[src/rtl/somador_fsm.sv]
// somador_fsm: Moore FSM that sums memory words 0..LAST_SRC and writes the total to DEST_ADDR
module somador_fsm #(
    parameter int LAST_SRC  = 30,
    parameter int DEST_ADDR = 31
) (
    input  logic       clk,
    input  logic       reset,
    output logic [4:0] address,
    output logic       rden,
    output logic       wren,
    output logic       load,
    output logic       transf,
    output logic       clear,
    output logic       ready
);
    localparam logic [4:0] LAST = LAST_SRC[4:0];
    localparam logic [4:0] DEST = DEST_ADDR[4:0];

    typedef enum logic [2:0] {
        CLEAR  = 3'd0,
        READ   = 3'd1,
        LOAD   = 3'd2,
        TRANSF = 3'd3,
        WRITE  = 3'd4,
        DONE   = 3'd5
    } state_t;

    state_t     state_q, state_d;
    logic [4:0] cnt_q, cnt_d;

    // state and source-address counter registers, cleared asynchronously
    always_ff @(posedge clk or posedge reset) begin
        if (reset) begin
            state_q <= CLEAR;
            cnt_q   <= 5'd0;
        end else begin
            state_q <= state_d;
            cnt_q   <= cnt_d;
        end
    end

    // next-state and Moore output decode from state and counter only
    always_comb begin
        state_d = CLEAR;
        cnt_d   = cnt_q;
        address = 5'd0;
        rden    = 1'b0;
        wren    = 1'b0;
        load    = 1'b0;
        transf  = 1'b0;
        clear   = 1'b0;
        ready   = 1'b0;
        case (state_q)
            CLEAR: begin
                clear   = 1'b1;
                cnt_d   = 5'd0;
                state_d = READ;
            end
            READ: begin
                rden    = 1'b1;
                address = cnt_q;
                state_d = LOAD;
            end
            LOAD: begin
                rden    = 1'b1;
                load    = 1'b1;
                address = cnt_q;
                state_d = (cnt_q == LAST) ? TRANSF : READ;
                cnt_d   = (cnt_q == LAST) ? cnt_q : cnt_q + 5'd1;
            end
            TRANSF: begin
                transf  = 1'b1;
                address = DEST;
                state_d = WRITE;
            end
            WRITE: begin
                wren    = 1'b1;
                address = DEST;
                state_d = DONE;
            end
            DONE: begin
                ready   = 1'b1;
                address = DEST;
                state_d = DONE;
            end
            default: state_d = CLEAR;
        endcase
    end
endmodule

[config.mk]
export PLATFORM = sky130hd
export DESIGN_NAME = somador_fsm
export DESIGN_NICKNAME = d
export VERILOG_FILES = /design/src/rtl/somador_fsm.sv
export SDC_FILE = /design/constraint.sdc
export NUM_CORES = 1
export LEC_CHECK = 0
export ABC_CLOCK_PERIOD_IN_PS = 1800
export BUFFER_PORTS_ARGS = -buffer_cell sky130_fd_sc_hd__clkbuf_2
export CORE_AREA = 4 4 41 43
export CTS_CLUSTER_DIAMETER = 200
export DETAILED_ROUTE_END_ITERATION = 12
export DIE_AREA = 0 0 45 47
export PLACE_DENSITY = 0.68
export SYNTH_ARGS = -nofsm -noshare
export SYNTH_HDL_FRONTEND = slang
export SYNTH_SLANG_ARGS = --single-unit
[constraint.sdc]
create_clock -name clk -period 1.8 [get_ports clk]
set_input_delay 0.54 -clock clk [delete_from_list [all_inputs] [get_ports clk]]
set_output_delay 0.54 -clock clk [all_outputs]
set_load 0.03 [all_outputs]
==> results of run 1 <==
==> cell usage after synthesis (2+ instances only) <==
master	number
a21o_1	5
a21oi_1	5
a41oi_1	2
buf_6	3
dfrtp_1	8
ha_1	2
inv_1	4
nand2b_1	2
nand3_1	6
nand4_1	2
nor2_1	2
o21ai_1	3
==> power groups by stage <==
stage	logic [mW]	clock network [mW]	registers, mW
detailed placement	0.00507	0	0.183
global placement	0.00492	0	0.183
finish	0.00468	0.150	0.180
floorplan	0.00281	0	0.183
CTS	0.00506	0.151	0.180
global route	0.00604	0.157	0.180
==> layout by cell type (no fill, tap or decap), types with 2 or more instances in the layout <==
| master | instances |
|---|---|
| dfrtp_2 | 3 |
| buf_6 | 5 |
| nand2b_4 | 3 |
| nand4_1 | 2 |
| inv_1 | 3 |
| ha_1 | 2 |
| clkbuf_4 | 4 |
| a41oi_1 | 2 |
| o21ai_1 | 3 |
| buf_4 | 10 |
| a21oi_1 | 5 |
| nor2_1 | 2 |
| a21o_1 | 5 |
| buf_8 | 7 |
| nand3_1 | 6 |
| dfrtp_1 | 5 |
==> timing repair <==
item,CTS,global route
setup endpoints to repair,7,11
buffers inserted,4,5
pin swaps,4,5
resized for setup,21,21
hold buffers,0,0
==> state kept, by name, indices dropped and copies added, names as in the netlist <==
register and count:
cnt_q 5, state_q 3
==> worst min-delay path by stage <==
stage	startpoint	to	slack [ns]	cells after the start
after floorplan	reset	cnt_q[0]	0.36	1
after global placement	reset	cnt_q[2]	0.49	2
after detailed placement	reset	cnt_q[2]	0.49	2
after CTS	reset	cnt_q[2]	0.21	2
after global routing	reset	cnt_q[4]	0.24	2
final	reset	state_q[2]	0.20	2
==> routing by layer <==
layer	global-route usage, %	wire (um)	vias up
met1	21.86	707	263
met4	12.28	48	0
met3	3.831	48	6
met5	0	0	-
li1	-	-	267
met2	23.73	704	10
==> cells by family (layout without fill, tap and decap cells) <==
logic type	after synthesis	after routing
AOI/OAI and AO/OA	19	19
adders and majority gates	2	2
buffers and inverters	8	31
DFF	8	8
muxes	1	1
and+or+nand+nor	22	22
==> through the flow <==
stage / TNS (ns) / worst slack (ns) / instance area, um2 / util [%] / instances
finish: -0.7429 / -0.1486 / 847.1 / 65.10 / 98
global route: -1.226 / -0.1905 / 847.1 / 65.10 / 98
CTS: -0.6756 / -0.1281 / 788.3 / 60.58 / 95
detailed placement: 0 / 0.07332 / 654.4 / 50.29 / 88
global placement: 0 / 0.08861 / 654.4 / 50.29 / 88
floorplan: -0.03399 / -0.006798 / 579.3 / - / 60
==> area by class of cell <==
| cell class | instances | area (um2) | share of cell area, % |
|---|---|---|---|
| Inverter | 4 | 15.01 | 1.773 |
| Tap cell | 15 | 18.77 | 2.216 |
| Clock buffer | 3 | 22.52 | 2.659 |
| Sequential cell | 8 | 203.9 | 24.08 |
| Multi-Input combinational cell | 44 | 337.8 | 39.88 |
| Timing Repair Buffer | 24 | 249.0 | 29.39 |
==> out/qor.yml, run 1 <==
status: "finished with violations"
violations: "negative setup slack"
tightest_slew_ns: 0.3256
path_max_fanout: 6
maxSlewHeadroom_pct: 78.27
cts_tree: "done"
required_ns: 1.26
crit_path_start: "state_q[1]"
initial_core_util_pct: 44.52
rsz0062_at_grt: "yes"
die_h_um: 47
worstPathArrival_ns: 1.41
crit_path_end_kind: "output pin"
path_buf_inv: 2
dp_hpwl_um: 962.2
drcViolationCount: 0
path_clk_slew_ns: 0.06
antenna_left: 0
setup_viol: 9
yosysUniqueCellTypes: 28
vias: 546
netSwitchingFraction_pct: 22.98
ys_top_cells_by_area: "dfrtp_1 35%, a21o_1 6.5%, buf_6 5.8%, nand3_1 5.2%, a21oi_1 4.3%"
core_um2: 1301
min_path_type: "in2async"
nets: 89
path_class: "reg2out"
synth_top_family_by_area: "simple AND/OR/NAND/NOR gates"
grt_pass1_wl_um: 2394
power_frac_comb_pct: 1.4
path_cells: "buf_4 > nand2b_4 > nand2_2 > a21o_1 > buf_8"
viasPerCell: 5.571
layout-drive-gt1-share_pct: 46.99
synth_xor_area_share_pct: 0
rows: 13
synth_compound_area_share_pct: 23.11
grt_start_max_net_pins: 10
wire_per_inst_um: 15.40
r2r-end: "cnt_q[3]"
fill_cells: 107
ir_drop_uv: 238.1
crit_path_start_kind: "register"
maxCapViolCount: 0
fmax_mhz: 513.2
synth.avg_cell_area_um2: 9.655
yosysSeqAreaShare_pct: 34.56
holdWs_ns: 0.1966
firstDrtPassIters: 2
clk_path_buf_depth: 2
worst_slack_ns: -0.1486
reg2reg_slack_ns: 0.43
crit_end: "address[3]"
slew_violations: 0
clock-sinks: 8
clock-root-buffer: "clkbuf_4"
skew_ns: 0.001399
synth_seq_cells: 8
pwr-share-clk_pct: 44.9
numCtsBuffers: 3
hold_viol_final: 0
totalWireLength_um: 1509
finalCritPeriodShare_pct: 108.3
die-area_um2: 2115
gp_congestion: 0.7460
synth_edf_count: 0
n_antenna_cell: 0
p_sw_uw: 76.92
synthMuxAreaShare_pct: 1.728
initialDrtViolationCount: 1
path_depth: 5
crit_family: "flip-flops"
cellPowerDensity_nw_per_um2: 395.2
synth-simple-area-share_pct: 26.57
clkLatencyLatePin_ns: 0.27
die_w_um: 45
track_usage_pct: 16.64
synth_area_leader_cell: "dfrtp_1"
synth_warnings: 0
htree_levels: 1
p_int_uw: 257.8
io_pins: 13
r2r-start: "cnt_q[0]"
antenna_found_initial: 0
syn_inst: 60
mappedNetlistNets: 64
r2r_cells: 5
grt_pass1_vias: 508
overflow: 0
finalPower_uw: 334.7
area_growth_pct: 46.22
p_leak_nw: 0.4253
synth_top_area_share_pct: 34.56
crit_slowest_cell: "dfrtp_2"
synthesis.area_um2: 579.3
port-buffer-count: 12
period_needed_ns: 1.949
synth_ff_type: "dfrtp_1"
critical-path-max-stage-delay_ns: 0.44
seqPwrFrac_pct: 53.7
synthArstFlopShare_pct: 100.0
synthAdderAreaFrac_pct: 4.320
Power figures use the tool's default switching activity.
==> inputs of run 2 (changes only) <==
--- a/config.mk
+++ b/config.mk
@@ -5,13 +5,15 @@
 export SDC_FILE = /design/constraint.sdc
 export NUM_CORES = 1
 export LEC_CHECK = 0
+export ABC_AREA = 1
 export ABC_CLOCK_PERIOD_IN_PS = 1800
 export BUFFER_PORTS_ARGS = -buffer_cell sky130_fd_sc_hd__clkbuf_2
 export CORE_AREA = 4 4 41 43
 export CTS_CLUSTER_DIAMETER = 200
 export DETAILED_ROUTE_END_ITERATION = 12
 export DIE_AREA = 0 0 45 47
-export PLACE_DENSITY = 0.68
+export PLACE_DENSITY = 0.64
+export SETUP_SLACK_MARGIN = 0.5
 export SYNTH_ARGS = -nofsm -noshare
 export SYNTH_HDL_FRONTEND = slang
 export SYNTH_SLANG_ARGS = --single-unit
==> run 2 against run 1 <==
  * The run still ends with negative setup slack left
  * Setup slack worse by 0.053 ns
  * Power is 0.93% lower
  * Clock skew is 0.0045 ns higher
  * Flip-flop and latch count stayed put
  * Critical endpoint is now address[0]
  * Highest routed layer unchanged
==> out/qor.yml, run 2 <==
ir_drop_uv: 307.0  # +29%
fill_cells: 66  # -38%
antenna_found_initial: 0  # unchanged
synth_seq_cells: 8  # unchanged
synth_ff_type: "dfrtp_1"
rows: 13  # unchanged
htree_levels: 1  # unchanged
path_class: "reg2out"
ys_top_cells_by_count: "18 x nand2_1, 9 x inv_1, 9 x nand3_1, 8 x dfrtp_1, 8 x nor2_1"
mostFrequentLayoutCells: "10 x nand2_1, 10 x buf_6, 9 x buf_8, 7 x nand2_4, 7 x buf_4"
path_buf_inv: 2  # unchanged
crit_family: "flip-flops"
r2r_cells: 10  # +5
synth_top_area_share_pct: 38.46  # +3.9 points
maxCapViolCount: 0  # unchanged
violations: "negative setup slack"
finalCritPeriodShare_pct: 111.2  # +2.9 points
place_area_um2: 699.4  # +6.9%
top_regs: "cnt_q: 5 flops, state_q: 3 flops"
die_h_um: 47  # unchanged
reg2reg_slack_ns: 0.33  # -0.10 ns
io_pins: 13  # unchanged
initial_core_util_pct: 40.00  # -4.5 points
layout-drive-gt1-share_pct: 65.09  # +18 points
core_um2: 1301  # unchanged
nets: 111  # +25%
design_area_um2: 1069  # +26%
viasPerCell: 5.388  # -3.3%
regMostFlops: "cnt_q"
period_needed_ns: 2.002  # +0.05300 ns
worst_slack_ns: -0.2016  # -0.05300 ns
maxSlewHeadroom_pct: 79.07  # +0.80 points
rsz0062_at_grt: "yes"
synthesis.area_um2: 520.5  # -10%
crit_end: "address[0]"
grt_start_max_net_pins: 9  # -1
cellPowerDensity_nw_per_um2: 310.3  # -21%
path_max_fanout: 5  # -1
wire_per_inst_um: 17.72  # +15%
slew_violations: 0  # unchanged
skew_ns: 0.005911  # +0.004513 ns
vias: 652  # +19%
mappedNetlistNets: 76  # +19%
tightest_slew_ns: 0.3136  # -0.01195 ns
n_antenna_cell: 0  # unchanged
synth.avg_cell_area_um2: 7.229  # -25%
largest_reg_flops: 5  # unchanged
setup_viol: 10  # +1
path_depth: 6  # +1
crit_path_start_kind: "register"
synth_area_leader_cell: "dfrtp_1"
path_cells: "nor2_4 > nand2_2 > nand2_4 > inv_4 > o21ai_4 > buf_8"
min_path_type: "in2async"
finalPower_uw: 331.6  # -0.93%
worstPathArrival_ns: 1.46  # +0.05 ns
antenna_left: 0  # unchanged
track_usage_pct: 21.23  # +4.6 points
critical-path-max-stage-delay_ns: 0.47  # +0.03 ns
holdWs_ns: 0.2059  # +0.009300 ns
port-buffer-count: 12  # unchanged
status: "finished with violations"
r2r-end: "cnt_q[4]"
synth.most_common_cell: "nand2_1"
overflow: 0  # unchanged
multi_input_area_um2: 425.4  # +26%
synth_edf_count: 0  # unchanged
synthArstFlopShare_pct: 100.0  # unchanged
yosysSeqAreaShare_pct: 38.46  # +3.9 points
p_leak_nw: 0.5432  # +28%
area.sequential_um2: 202.7  # -0.61%
initialDrtViolationCount: 16  # +15
dp_hpwl_um: 958.1  # -0.43%
cts_tree: "done"
yosysUniqueCellTypes: 15  # -46%
gp_congestion: 0.7898  # +5.9%
utilization_pct: 82.12  # +17 points
clock-root-buffer: "clkbuf_4"
fmax_mhz: 499.6  # -2.6%
crit_path_end_kind: "output pin"
required_ns: 1.26  # about the same
ys_top_cells_by_area: "dfrtp_1 38%, nand2_1 13%, nand3_1 8.7%, inv_1 6.5%, nor2_1 5.8%"
grt_pass1_wl_um: 3111  # +30%
area_growth_pct: 105.3
crit_path_start: "state_q[2]"
hold_viol_final: 0  # unchanged
numCtsBuffers: 3  # unchanged
grt_pass1_vias: 632  # +24%
clock-sinks: 8  # unchanged
clk_path_buf_depth: 2  # unchanged
clkLatencyLatePin_ns: 0.25  # -0.02 ns
die_w_um: 45  # unchanged
crit_slowest_cell: "dfrtp_2"
r2r-start: "state_q[0]"
synth_warnings: 0  # unchanged
path_clk_slew_ns: 0.06  # about the same
dpl_worst_slack_ns: 0.03853  # -0.03479 ns
totalWireLength_um: 2144  # +42%
firstDrtPassIters: 4  # +2
syn_inst: 72  # +20%
die-area_um2: 2115  # unchanged
drcViolationCount: 0  # unchanged
==> run 2: what timing repair did <==
| item | 4_1_cts | 5_1_grt |
|---|---|---|
| endpoints found under the hold margin | 0 | 0 |
| endpoints found under the setup margin | 14 | 16 |
| gates resized for setup | 38 | 25 |
| buffers inserted | 12 | 3 |
| hold buffers | 0 | 0 |
| pin swaps | 7 | 14 |
==> run 2: kinds of logic after synthesis <==
group                    share of synthesized area, %
adder cells (fa/ha/maj)                         4.807
AO/OA/AOI/OAI                                   4.807
flip-flops                                      38.46
AND/OR/NAND/NOR                                 42.31
buffers and inverters                           7.933
XOR/XNOR                                        1.683
==> run 2: how the worst min path moves through the flow <==
stage / start / to / slack, ns / cells past startpoint
global placement: reset / state_q[1] / 0.48 / 2
floorplan: reset / cnt_q[0] / 0.36 / 1
global route: reset / state_q[1] / 0.22 / 2
finish: reset / state_q[1] / 0.21 / 2
detailed placement: reset / state_q[1] / 0.48 / 2
CTS: reset / state_q[1] / 0.21 / 2
==> run 2: worst reg2reg max path, stage by stage, from the launching register on <==
cell     delay [ns]
dfrtp_2        0.45
inv_4          0.09
buf_6          0.09
buf_6          0.10
nand2_4        0.05
nor2_4         0.14
buf_6          0.14
nand2_2        0.06
nor2_1         0.15
nand2_1        0.08
nand2_1        0.06
==> run 2: layout make-up <==
type	count	area share [%]
sequential	8	18.97
clock buffer	4	2.459
timing repair buffer	30	32.44
multi-input combinational	53	39.81
inverter	11	4.567
tap	15	1.756
==> run 2: power breakdown <==
| part | total (mW) | leakage (nW) | switching, mW | internal (mW) |
|---|---|---|---|---|
| Combinational | 0.00458 | 0.433 | 0.00367 | 0.000916 |
| Clock | 0.147 | 0.0150 | 0.0623 | 0.0849 |
| Sequential | 0.180 | 0.0953 | 0 | 0.180 |
==> run 2: layer usage <==
layer | share of wire [%] | GRT usage [%] | up-vias
li1 | - | - | 297
met1 | 39 | 23.65 | 326
met2 | 54 | 38.42 | 23
met3 | 4.2 | 2.299 | 6
met4 | 2.3 | 13.45 | 0
met5 | 0 | 0 | -
==> run 2: through the flow <==
step | TNS [ns] | instances
final | -1.334 | 121
after global routing | -1.973 | 121
after CTS | -0.8139 | 118
after detailed placement | 0 | 102
after global placement | 0 | 102
after floorplan | 0 | 72
==> inputs of run 3 (changes only) <==
--- a/config.mk
+++ b/config.mk
@@ -5,14 +5,13 @@
 export SDC_FILE = /design/constraint.sdc
 export NUM_CORES = 1
 export LEC_CHECK = 0
-export ABC_AREA = 1
 export ABC_CLOCK_PERIOD_IN_PS = 1800
 export BUFFER_PORTS_ARGS = -buffer_cell sky130_fd_sc_hd__clkbuf_2
 export CORE_AREA = 4 4 41 43
 export CTS_CLUSTER_DIAMETER = 200
 export DETAILED_ROUTE_END_ITERATION = 12
 export DIE_AREA = 0 0 45 47
-export PLACE_DENSITY = 0.64
+export PLACE_DENSITY = 0.68
 export SETUP_SLACK_MARGIN = 0.5
 export SYNTH_ARGS = -nofsm -noshare
 export SYNTH_HDL_FRONTEND = slang
==> run 3 against run 2 <==
  * The run still ends with negative setup slack left
  * Global-route usage is 3.7 points lower
  * Critical path depth is 2 lower
  * Flip-flop and latch count stayed put
  * Utilization is 3.4 points lower
  * Sequential power hardly changed
  * Via count is 13% lower
  * Cell count is 15% lower
  * Largest cell class unchanged
  * Largest power group unchanged
  * Highest routed layer unchanged
==> out/qor.yml, run 3 (synthesis gave the netlist of run 1 again) <==
largest_reg_flops: 5  # unchanged
crit_path_end_kind: "output pin"
multi_input_area_um2: 447.9  # +5.3%
period_needed_ns: 1.946  # -0.05533 ns
dp_hpwl_um: 979.6  # +2.2%
design_area_um2: 1025  # -4.1%
grt_pass1_vias: 544  # -14%
n_antenna_cell: 0  # unchanged
initialDrtViolationCount: 15  # -1
worstPathArrival_ns: 1.41  # -0.05 ns
fill_cells: 78  # +18%
gp_congestion: 0.8612  # +9.0%
skew_ns: 0.008108  # +0.002196 ns
cellPowerDensity_nw_per_um2: 314.4  # +1.3%
critical-path-max-stage-delay_ns: 0.44  # -0.03 ns
dpl_worst_slack_ns: 0.06316  # +0.02463 ns
clkLatencyLatePin_ns: 0.26  # about the same
rsz0062_at_grt: "yes"
io_pins: 13  # unchanged
slew_violations: 0  # unchanged
grt_start_max_net_pins: 12  # +3
ir_drop_uv: 369.6  # +20%
path_class: "reg2out"
vias: 566  # -13%
maxSlewHeadroom_pct: 78.12  # -0.95 points
regMostFlops: "cnt_q"
totalWireLength_um: 1623  # -24%
grt_pass1_wl_um: 2532  # -19%
path_clk_slew_ns: 0.06  # about the same
drcViolationCount: 0  # unchanged
crit_path_start_kind: "register"
path_cells: "nand2b_4 > a21oi_4 > a21o_4 > buf_8"
setup_viol: 8  # -2
antenna_left: 0  # unchanged
layout-drive-gt1-share_pct: 71.59  # +6.5 points
overflow: 0  # unchanged
path_buf_inv: 1  # -1
die-area_um2: 2115  # unchanged
viasPerCell: 5.495  # +2.0%
rows: 13  # unchanged
area.sequential_um2: 205.2  # +1.2%
cts_tree: "done"
final_common_cell: "buf_4"
die_h_um: 47  # unchanged
htree_levels: 1  # unchanged
clock-sinks: 8  # unchanged
clock-root-buffer: "clkbuf_4"
numCtsBuffers: 3  # unchanged
nets: 94  # -15%
wire_per_inst_um: 15.76  # -11%
antenna_found_initial: 0  # unchanged
tightest_slew_ns: 0.3282  # +0.01461 ns
track_usage_pct: 17.57  # -3.7 points
hold_viol_final: 0  # unchanged
die_w_um: 45  # unchanged
top_regs: "cnt_q: 5 flops, state_q: 3 flops"
finalCritPeriodShare_pct: 108.1  # -3.1 points
p_leak_nw: 0.4568  # -16%
place_area_um2: 719.4  # +2.9%
firstDrtPassIters: 3  # -1
status: "finished with violations"
path_max_fanout: 6  # +1
fmax_mhz: 513.8  # +2.8%
crit_slowest_cell: "dfrtp_2"
required_ns: 1.26  # about the same
violations: "negative setup slack"
hold_buffers: 0  # unchanged
worst_slack_ns: -0.1462  # +0.05533 ns
port-buffer-count: 12  # unchanged
holdWs_ns: 0.1993  # -0.006566 ns
maxCapViolCount: 0  # unchanged
area_growth_pct: 76.89
initial_core_util_pct: 44.52  # +4.5 points
mostFrequentLayoutCells: "12 x buf_4, 8 x buf_8, 7 x buf_6, 5 x nand3_1, 5 x a21o_4"
clk_path_buf_depth: 2  # unchanged
crit_family: "flip-flops"
core_um2: 1301  # unchanged
min_path_type: "in2async"
-- run 3: final cells by class --
type                    instances  area share [%]
clock buffers                   3           2.198
repair buffers                 29           30.04
inverters                       4           2.198
flip-flops and latches          8           20.02
well taps                      15           1.832
multi-input cells              44           43.71
-- run 3: timing repair --
item,CTS,global route
gates resized for setup,31,29
hold endpoints to repair,0,0
setup endpoints to repair,17,17
pin swaps,4,10
setup buffers,4,7
gates cloned,0,0
-- run 3: metrics by stage --
step	util, %	TNS (ns)	power (mW)	instances
finish	78.75	-0.9791	0.3222	103
global route	78.75	-1.459	0.3351	103
CTS	68.08	-1.160	0.3276	96
detailed placement	55.29	0	0.1879	89
global placement	55.29	0	0.1881	89
floorplan	-	0	0.1859	60
-- run 3: worst reg2reg max path: cells and delay by family, from the launching register on --
kind / cells / cell delay [ns]
AOI/OAI and AO/OA: 1 / 0.14
DFF: 1 / 0.43
buffers and inverters: 3 / 0.29
adders and majority gates: 1 / 0.14
and+or+nand+nor: 2 / 0.36
-- run 3: layer usage --
metal	global-route usage, %	wire length [um]	vias up
li1	-	-	272
met3	9.579	83	4
met5	0	0	-
met2	27.68	822	15
met1	19.25	685	275
met4	8.772	32	0
-- run 3: path summary, 6_finish.rpt --
path | slack [ns] | endpoint | cells after the start | start
setup / recovery | -0.15 | address[4] | 4 | state_q[0]
max in group asynchronous | 1.33 | state_q[2] | 2 | reset
min in group clk | 0.66 | state_q[1] | 2 | state_q[2]
setup reg to reg | 0.35 | state_q[1] | 7 | cnt_q[0]
hold reg to reg | 0.66 | state_q[1] | 2 | state_q[2]
hold / removal | 0.20 | cnt_q[2] | 2 | reset
-- run 3: report_power, final --
group	switching, mW	internal [mW]	total [mW]	leakage, nW
clock	0.0614	0.0763	0.138	0.0138
sequential	0	0.180	0.180	0.0920
combinational	0.00363	0.000914	0.00455	0.351
